`src/rtl/riscv_sw_debounce.sv`:
```
// riscv_sw_debounce: conditions raw board switches for the IO bridge switch
// register. Each bit passes through a 2-FF synchroniser, then a per-bit
// stability counter that advances on a shared prescaler tick. A bit of `sw`
// only follows its synchronised input after it has differed from `sw` on
// STABLE_TICKS consecutive ticks. A registered pulse and mask flag each update.
module riscv_sw_debounce #(
   parameter int               WIDTH        = 24,
   parameter int               TICK_DIV     = 100000,
   parameter int               STABLE_TICKS = 10,
   parameter logic [WIDTH-1:0] RESET_VAL    = '0
) (
   input  logic             clk,
   input  logic             rst,
   input  logic [WIDTH-1:0] sw_raw,
   output logic [WIDTH-1:0] sw,
   output logic             sw_changed,
   output logic [WIDTH-1:0] change_mask,
   output logic             tick
);

   // With TICK_DIV=1 the prescaler never leaves 0; a 1-bit register still exists.
   localparam int PC_W  = (TICK_DIV > 1) ? $clog2(TICK_DIV) : 1;
   localparam int CNT_W = $clog2(STABLE_TICKS + 1);

   localparam logic [PC_W-1:0]  PC_LAST  = PC_W'(TICK_DIV - 1);
   localparam logic [CNT_W-1:0] CNT_LAST = CNT_W'(STABLE_TICKS - 1);

   logic [WIDTH-1:0] sync1;
   logic [WIDTH-1:0] sync2;
   logic [PC_W-1:0]  pc;
   logic [CNT_W-1:0] cnt      [WIDTH];
   logic [CNT_W-1:0] cnt_next [WIDTH];
   logic [WIDTH-1:0] mature;

   // Two-stage synchroniser; only sync2 is trusted downstream.
   // NOTE: every sequential block uses non-blocking assignments so all
   // registers sample the values from before the edge.
   always_ff @(posedge clk or posedge rst) begin
      if (rst) begin
         sync1 <= RESET_VAL;
         sync2 <= RESET_VAL;
      end else begin
         sync1 <= sw_raw;
         sync2 <= sync1;
      end
   end

   // Shared prescaler: counts 0..TICK_DIV-1 and wraps.
   always_ff @(posedge clk or posedge rst) begin
      if (rst) begin
         pc <= '0;
      end else if (tick) begin
         pc <= '0;
      end else begin
         pc <= pc + 1'b1;
      end
   end

   assign tick = (pc == PC_LAST);

   // Per-bit stability decision: clear on equality, advance while different,
   // and mature (flip `sw`) once the count would reach STABLE_TICKS.
   // NOTE: defaults are assigned before the loop so no path leaves a
   // combinational output unassigned, which would infer a latch.
   always_comb begin
      cnt_next = cnt;
      mature   = '0;
      for (int i = 0; i < WIDTH; i++) begin
         if (sync2[i] == sw[i]) begin
            cnt_next[i] = '0;
         end else if (cnt[i] == CNT_LAST) begin
            cnt_next[i] = '0;
            mature[i]   = tick;
         end else begin
            cnt_next[i] = cnt[i] + 1'b1;
         end
      end
   end

   // Counter array, debounced state and registered change flags.
   // NOTE: the counter array is reset even though it looks like storage,
   // because a partial count surviving reset could later emit a stale update.
   always_ff @(posedge clk or posedge rst) begin
      if (rst) begin
         for (int i = 0; i < WIDTH; i++) begin
            cnt[i] <= '0;
         end
         sw          <= RESET_VAL;
         sw_changed  <= 1'b0;
         change_mask <= '0;
      end else begin
         if (tick) begin
            cnt <= cnt_next;
         end
         sw          <= sw ^ mature;
         sw_changed  <= |mature;
         change_mask <= mature;
      end
   end

endmodule

```
`config.mk`:
```
export PLATFORM = sky130hd
export DESIGN_NAME = riscv_sw_debounce
export DESIGN_NICKNAME = d
export VERILOG_FILES = /design/src/rtl/riscv_sw_debounce.sv
export SDC_FILE = /design/constraint.sdc
export NUM_CORES = 1
export LEC_CHECK = 0
export ABC_AREA = 1
export BUFFER_PORTS_ARGS = -buffer_cell sky130_fd_sc_hd__buf_2
export CORE_MARGIN = 2
export CORE_UTILIZATION = 29
export CTS_BUF_LIST = sky130_fd_sc_hd__clkbuf_2
export DETAILED_ROUTE_END_ITERATION = 7
export SLEW_MARGIN = 20
export SYNTH_ARGS = -nofsm -noshare
export SYNTH_HDL_FRONTEND = slang
export SYNTH_SLANG_ARGS = --single-unit
```
`constraint.sdc`:
```
create_clock -name clk -period 6.8 [get_ports clk]
set_input_delay 0.34 -clock clk [delete_from_list [all_inputs] [get_ports clk]]
set_output_delay 0.34 -clock clk [all_outputs]
set_load 0.05 [all_outputs]
```
Word level (Yosys, flattened, before mapping) --
Index checks and enable logic that the tools add are counted.
Operators by class: $add $sub $neg 25, equal/unequal tests 49, multiplexer cells 97, bitwise logic cells 1, reduce and logical (&&, ||, !) cells 1
Operators with widths (number):
- 4-bit two-way mux | 48
- 4-bit by 1-bit adder with 4-bit output (second input constant) | 24
- 4-bit == test (second input constant) | 24
- 1-bit two-way mux | 48
- 1-bit == test | 24
- 24-bit OR reduction | 1
- 24-bit bitwise XOR | 1
- 17-bit by 1-bit adder with 17-bit output (second input constant) | 1
- 17-bit == test (second input constant) | 1
- 17-bit two-way mux | 1
Storage, ports and cells: register bits after elaboration 210, input port bits 26, output and inout bits 50, word-level logic and storage cells 203

Longest topological paths before layout --
Gate-level depths: netlist (run 1).
word-level depth 4, mapped depth 14, gate-level depth less buffers 13

Least setup slack after synthesis (run 1) --
OpenSTA, ideal clock, no wires.
path kind register -> output, start point register pc[0], end point output port tick, arrival time 1.567 ns, data required time 6.460 ns, path slack 4.893 ns, cell stages (with the launch flop) 8, buffers on the path 2, path through dfrtp_1 > ha_1 > nand3_1 > nor2_4 > nand2_2 > inv_2 > buf_2 > buf_2
On the way: cells in the longest elaborated chain, start to end 1
Ends and longest elaborated chain:
- from (decl) | RTL line 30 | logic [PC_W-1:0] pc;
- from (signal assigned) | RTL line 55 | pc <= pc + 1'b1;
- 17-bit == test | RTL line 59 | assign tick = (pc == PC_LAST);
- to (decl) | RTL line 18 | output logic tick
Every way passes these cells.

Worst setup path in the final report (run 1) --
start point register pc[8], end point output port tick
The elaborated chain is that of the path after synthesis.

==> metrics, run 1 <==
Seq cells post-synth=210; Crit path largest cell delay=0.77 ns; DR vias/cell=roughly 4.4; final hold violations=0; synthesized net count=1081; Max stage delay cell, worst path=nor3_4; Post-synth EDFFs=0; row cnt=66; multi-input logic area=3830 um2; status=finished, final reports clean; Design Area, Final=11300 um2; sequential fraction of the synthesis area=0.545; remaining antenna violation count=0; die height=about 190 um; final setup fails=0; Post-synth ARST share=1.00; max-slew violations=0; CORE AREA=32600 um2; Final GP Congestion=0.763; CTS sink cnt=210; Final Critical Period=about 4.2 ns; area grow syn2layout=16.8%; setup bufs post-CTS=0; WP data required=6.46 ns; clk slew on worst S/H paths=0.11 ns; Worst path top cell family by delay=simple AND/OR/NAND/NOR gates; CTS Buf Count=59; Initial Util=0.296; RR Startpoint=pc[8]; layout cell share with drive strength beyond 1=0.175; Ports=76; Leak=a little under 0.006 uW; TritonRoute pass-1 iters=7; post_cts resized=0; placed inst area=10500 um2; Hold Path Class=in2reg; most frequent cell after synthesis=dfrtp_1; WP data arrival=3.84 ns; peak supply drop=108 uV; final period utilization=0.614; Max FO, Critical Path=37; clock root cell=clkbuf_2; flop2flop setup slack=3.20 ns; CTS tree=built; kind of critical path=reg2out; DRC Markers=0; Synth Instances=1006; synth cell count leaders=dfrtp_1, nor2_1, nand2_1, inv_1, ha_1; port bufs=75; Synth area leaders=dfrtp_1, nor2_1, ha_1, nand2_1, inv_1; placed cell count=approximately 1.5k; Fin Setup TNS=0 ns; worst skew pair latency=0.86 ns; syn_area_per_cell=9.59 um2; Yosys warnings=0; Fin Clk Skew=0.0760 ns; Fmax=0.240 GHz; post-synth top area share=0.545; GRT Util Overall=0.119; Storage cell area=5260 um2; Final HPWL DP=about 13000 um; Worst Setup End Kind=output port; Max-slew headroom=0.353; Synth area leader=dfrtp_1; vias in the first global route=7189; Synth Flop Type=dfrtp_1; CP bufs+invs=3; Wirelength per Cell=around 12 um; antenna violations before repair=1; Post-Syn Area=9640 um2; CP endpoint=tick; MaxCap Viol Count=0; Hold Crit Start=sw_raw[18]; Layout Cells excl Fill=1633; worst r2r path cells=8; largest net degree at the start of global routing=140; # nets final=approximately 1.2k; CP Launch Type=flip-flop; htree depth=2; CTS max path bufs=3; crit path launch=pc[8]; grt ovf=0; Pwr per Cell Area=197 nW/um2; die area=between 30000 and 40000 um2; Worst-Margin Slew=between 0.9 and 1 ns; Fill cells=3346; Critical Path, Cell by Cell=inv_2, nand2_2, nor3_4, nand2_2, inv_2, buf_2; first-pass GRT wire length=between 30000 and 40000 um; Crit. path cell count=6; DRT iter0 DRCs=approximately 320; via count=~7.2k; RSZ-0062 raised after global routing=false; Routed WL=around 20000 um; Netlist cell types=30; width of the die=about 190 um
-- stage by stage --
| stage | total power, uW | utilization | worst slack [ns] | hold slack [ns] |
|---|---|---|---|---|
| floorplan | 1330 | - | 0.722 | 0.331 |
| global placement | 1350 | 0.322 | 3.28 | 0.334 |
| detailed placement | 1350 | 0.322 | 3.19 | 0.335 |
| CTS | 2280 | 0.345 | 2.51 | 0.0296 |
| global route | 2360 | 0.345 | 2.29 | 0.0184 |
| finish | 2220 | 0.345 | 2.62 | 0.129 |
-- cell usage in the layout (no fill, tap or decap), types with 2 or more instances in the layout --
master           n
clkinv_1        12
a21oi_1         45
nand2_2          2
a31oi_1          5
inv_1          111
nor3_1          29
o21ai_0          4
nand4_1         37
dlygate4sd3_1   25
nand3_1         37
clkbuf_2        89
nor3b_1         40
xor2_1          27
inv_2            4
o41ai_1         20
diode_2          2
clkinv_2         2
mux2_4          10
buf_2           75
buf_4            5
nor2_1         199
nand2_1        119
ha_1            49
mux2_2          14
xnor2_1          9
dfrtp_1        210
-- per-layer routing --
| metal | share of wire | vias to the layer above | track usage |
|---|---|---|---|
| met2 | 0.45 | 152 | 0.188 |
| met3 | 0.053 | 51 | 0.0323 |
| met1 | 0.47 | 3430 | 0.157 |
| met4 | 0.024 | 0 | 0.0428 |
| li1 | - | 3594 | - |
| met5 | 0 | - | 0 |
-- cell families after synthesis --
| family | count (synthesis) | synth area share |
|---|---|---|
| and+or+nand+nor | 469 | 0.220 |
| buffers and inverters | 142 | 0.0589 |
| adders and majority gates | 49 | 0.0636 |
| xor gates and xnor gates | 36 | 0.0327 |
| DFF | 210 | 0.545 |
| AOI/OAI and AO/OA | 76 | 0.0484 |
| muxes | 24 | 0.0319 |
-- cell type report --
| cell class | instances | area share |
|---|---|---|
| diodes | 2 | 0.000444 |
| clock buffers | 89 | 0.0396 |
| clock inverters | 17 | 0.00633 |
| inverters | 114 | 0.0387 |
| multi-input cells | 654 | 0.340 |
| flip-flops and latches | 210 | 0.467 |
| well taps | 442 | 0.0491 |
| repair buffers | 105 | 0.0589 |
-- where the power goes --
part | internal, uW | switching, uW | leakage, uW
Clock | 351 | 535 | 0.000409
Combinational | 22.1 | 41.2 | 0.00266
Sequential | 1260 | 7.10 | 0.00281
Total | 1640 | 584 | 0.00588
-- worst min-delay path by stage --
stage,end,cells past startpoint
final,sync1[18],2
after global placement,sync2[23],0
after CTS,sync1[18],2
after detailed placement,sync2[13],0
after global routing,sync1[20],2
after floorplan,sync2[0],0
-- timing repair --
item	4_1_cts	5_1_grt
hold endpoints to repair	162	0
hold buffers	25	0
setup endpoints to repair	0	0
Note: power is estimated with default switching activity, not from simulation.
==> inputs of run 2 (changes only) <==
--- a/config.mk
+++ b/config.mk
@@ -5,7 +5,7 @@
 export SDC_FILE = /design/constraint.sdc
 export NUM_CORES = 1
 export LEC_CHECK = 0
-export ABC_AREA = 1
+export ABC_AREA = 0
 export BUFFER_PORTS_ARGS = -buffer_cell sky130_fd_sc_hd__buf_2
 export CORE_MARGIN = 2
 export CORE_UTILIZATION = 29
==> constraint.sdc (replaced) <==
create_clock -name clk -period 4.3 [get_ports clk]
set_input_delay 0.215 -clock clk [delete_from_list [all_inputs] [get_ports clk]]
set_output_delay 0.215 -clock clk [all_outputs]
set_load 0.05 [all_outputs]
==> run 2 against run 1 <==
Against the previous run: utilization is 0.82 points higher; non-clock buffer count grew 28; largest cell class unchanged; global-route usage barely moved; register-to-register slack worse by 1.7 ns.
==> metrics, run 2 <==
Final Core Density=0.353; first-pass GRT wire length=32900 um; CP Launch Type=flip-flop; CP endpoint=tick; CTS Buf Count=56; flop2flop setup slack=~1.5 ns; Fin Clk Skew=between 0.03 and 0.04 ns; Synth Flop Type=dfrtp_1; Yosys warnings=0; DR vias/cell=4.59; clk slew on worst S/H paths=around 0.11 ns; largest net degree at the start of global routing=~160; Initial Util=0.295; via count=6735; worst reg2reg path endpoint=cnt[95]; Final Critical Period=3.37 ns; overall power=3490 uW; most frequent cells in the layout=dfrtp_1, o21ai_0, nand2_1; Final GP Congestion=0.780; pre-CTS setup slack=1.47 ns; switching power of the nets=931 uW; # nets final=1094; most frequent cell after synthesis=dfrtp_1; peak supply drop=145 uV; Fin Setup TNS=0 ns; Synth area leader=dfrtp_1; post-synth top area share=0.564; Seq cells post-synth=210; row cnt=65; Post-synth ARST share=1.00; final hold violations=0; Post-synth EDFFs=0; Pwr per Cell Area=about 310 nW/um2; synth cell count leaders=dfrtp_1, o21ai_0, nand2_1, ha_1, nand3_1; WP data arrival=roughly 3.2 ns; Leak=0.00521 uW; P_int=2560 uW; port bufs=75; worst r2r path cells=4; DRC Markers=0; htree depth=2; Netlist cell types=between 40 and 50; CTS sink cnt=210; width of the die=183 um; area grow syn2layout=19.8%; die height=183 um; worst skew pair latency=0.81 ns; syn_area_per_cell=between 10 and 15 um2; RSZ-0062 raised after global routing=false; TritonRoute pass-1 iters=4; sequential fraction of the synthesis area=0.564; antenna violations before repair=1; status=finished, final reports clean; multi-input logic area=3820 um2; max-slew violations=0; Ports=76; Routed WL=19400 um; CTS tree=built; final worst slack=0.927 ns; Final HPWL DP=between 10000 and 15000 um; Hold Path Class=reg2reg; kind of critical path=reg2out; Fill cells=3209; clock root cell=clkbuf_2; DRT iter0 DRCs=382; layout cell share with drive strength beyond 1=0.194; CTS max path bufs=3; Storage cell area=5260 um2; sequential power share=0.575; Wirelength per Cell=13.3 um; Worst Setup End Kind=output port; Max-slew headroom=0.342; Fmax=0.296 GHz; Comb pwr share=0.036; switching part of the total=0.267; post_cts resized=0; RR Startpoint=pc[12]; final setup fails=0; remaining antenna violation count=0; clock network fraction of design power=0.389; Max FO, Critical Path=30; vias in the first global route=6761; MaxCap Viol Count=0; grt ovf=0; Synth Instances=852; Worst-Margin Slew=slightly below 1 ns; WP data required=4.09 ns; crit path launch=pc[12]; die area=between 30000 and 40000 um2; GRT Util Overall=0.119; Synth area leaders=dfrtp_1, ha_1, o21ai_0, nand2_1, mux2_2; CORE AREA=31600 um2; synthesized net count=~930; Post-Syn Area=9310 um2; final period utilization=0.784; commonest non-fill, non-tap cell in the layout=dfrtp_1
==> run 2: cell types whose count changed after synthesis, sizes merged, moves of 28 or more <==
cell   before  now
a21oi      45    2
inv       114   31
nand2     122   94
nand4      37    5
nor2      201   31
nor2b       0   29
nor3b      40    0
o21ai       4  112
==> run 2: cells by family after synthesis <==
| logic type | count (synthesis) | synth area share |
|---|---|---|
| DFF | 210 | 0.564 |
| buffers and inverters | 55 | 0.0255 |
| AOI/OAI and AO/OA | 169 | 0.107 |
| muxes | 24 | 0.0290 |
| xor gates and xnor gates | 39 | 0.0367 |
| and+or+nand+nor | 306 | 0.171 |
| adders and majority gates | 49 | 0.0658 |
==> run 2: worst max-delay path, stage by stage (launching register included) <==
cell	delay, ns
dfrtp_1	0.43
or4b_4	0.57
or4_4	0.55
inv_2	0.41
buf_2	0.37
==> run 2: area by class of cell <==
type | count | area share
Sequential cell | 210 | 0.471
Multi-Input combinational cell | 587 | 0.343
Tap cell | 402 | 0.0451
Clock buffer | 80 | 0.0359
Inverter | 31 | 0.0108
Clock inverter | 23 | 0.00897
Timing Repair Buffer | 133 | 0.0850
Antenna cell | 1 | 0.000224
==> run 2: how the worst min path moves through the flow <==
stage / from / endpoint / depth (start not counted)
3_5_place_dp: rst / sync1[0] / 2
3_3_place_gp: rst / sync1[0] / 2
4_1_cts: sync1[6] / sync2[6] / 0
2_1_floorplan: sw_raw[0] / sync1[0] / 0
6_report: sync1[20] / sync2[20] / 0
5_1_grt: sync1[20] / sync2[20] / 0
==> run 2: stage by stage <==
| step | cell area (um2) | instances | hold slack [ns] |
|---|---|---|---|
| final | 11200 | 1467 | 0.334 |
| after global routing | 11200 | 1467 | 0.339 |
| after CTS | 11200 | 1466 | 0.349 |
| after detailed placement | 10200 | 1313 | 0.318 |
| after global placement | 10200 | 1313 | 0.305 |
| after floorplan | 9320 | 852 | 0.246 |
==> run 2: metal layers <==
metal	vias to the layer above	part of all wire	track usage
li1	3352	-	-
met1	3193	0.47	0.158
met2	146	0.44	0.185
met3	44	0.057	0.0336
met4	0	0.028	0.0464
met5	-	0	0
==> run 2: power groups by stage <==
stage	clock network (uW)	registers (uW)	logic [uW]
after detailed placement	0	2050	95.9
after CTS	1450	2010	131
after global routing	1550	2010	145
after floorplan	0	2040	59.8
after global placement	0	2050	95.9
final	1360	2010	126
==> run 2: timing repair <==
action | CTS | global route
buffers inserted | 0 | 0
hold buffers | 50 | 0
hold endpoints to repair | 77 | 0
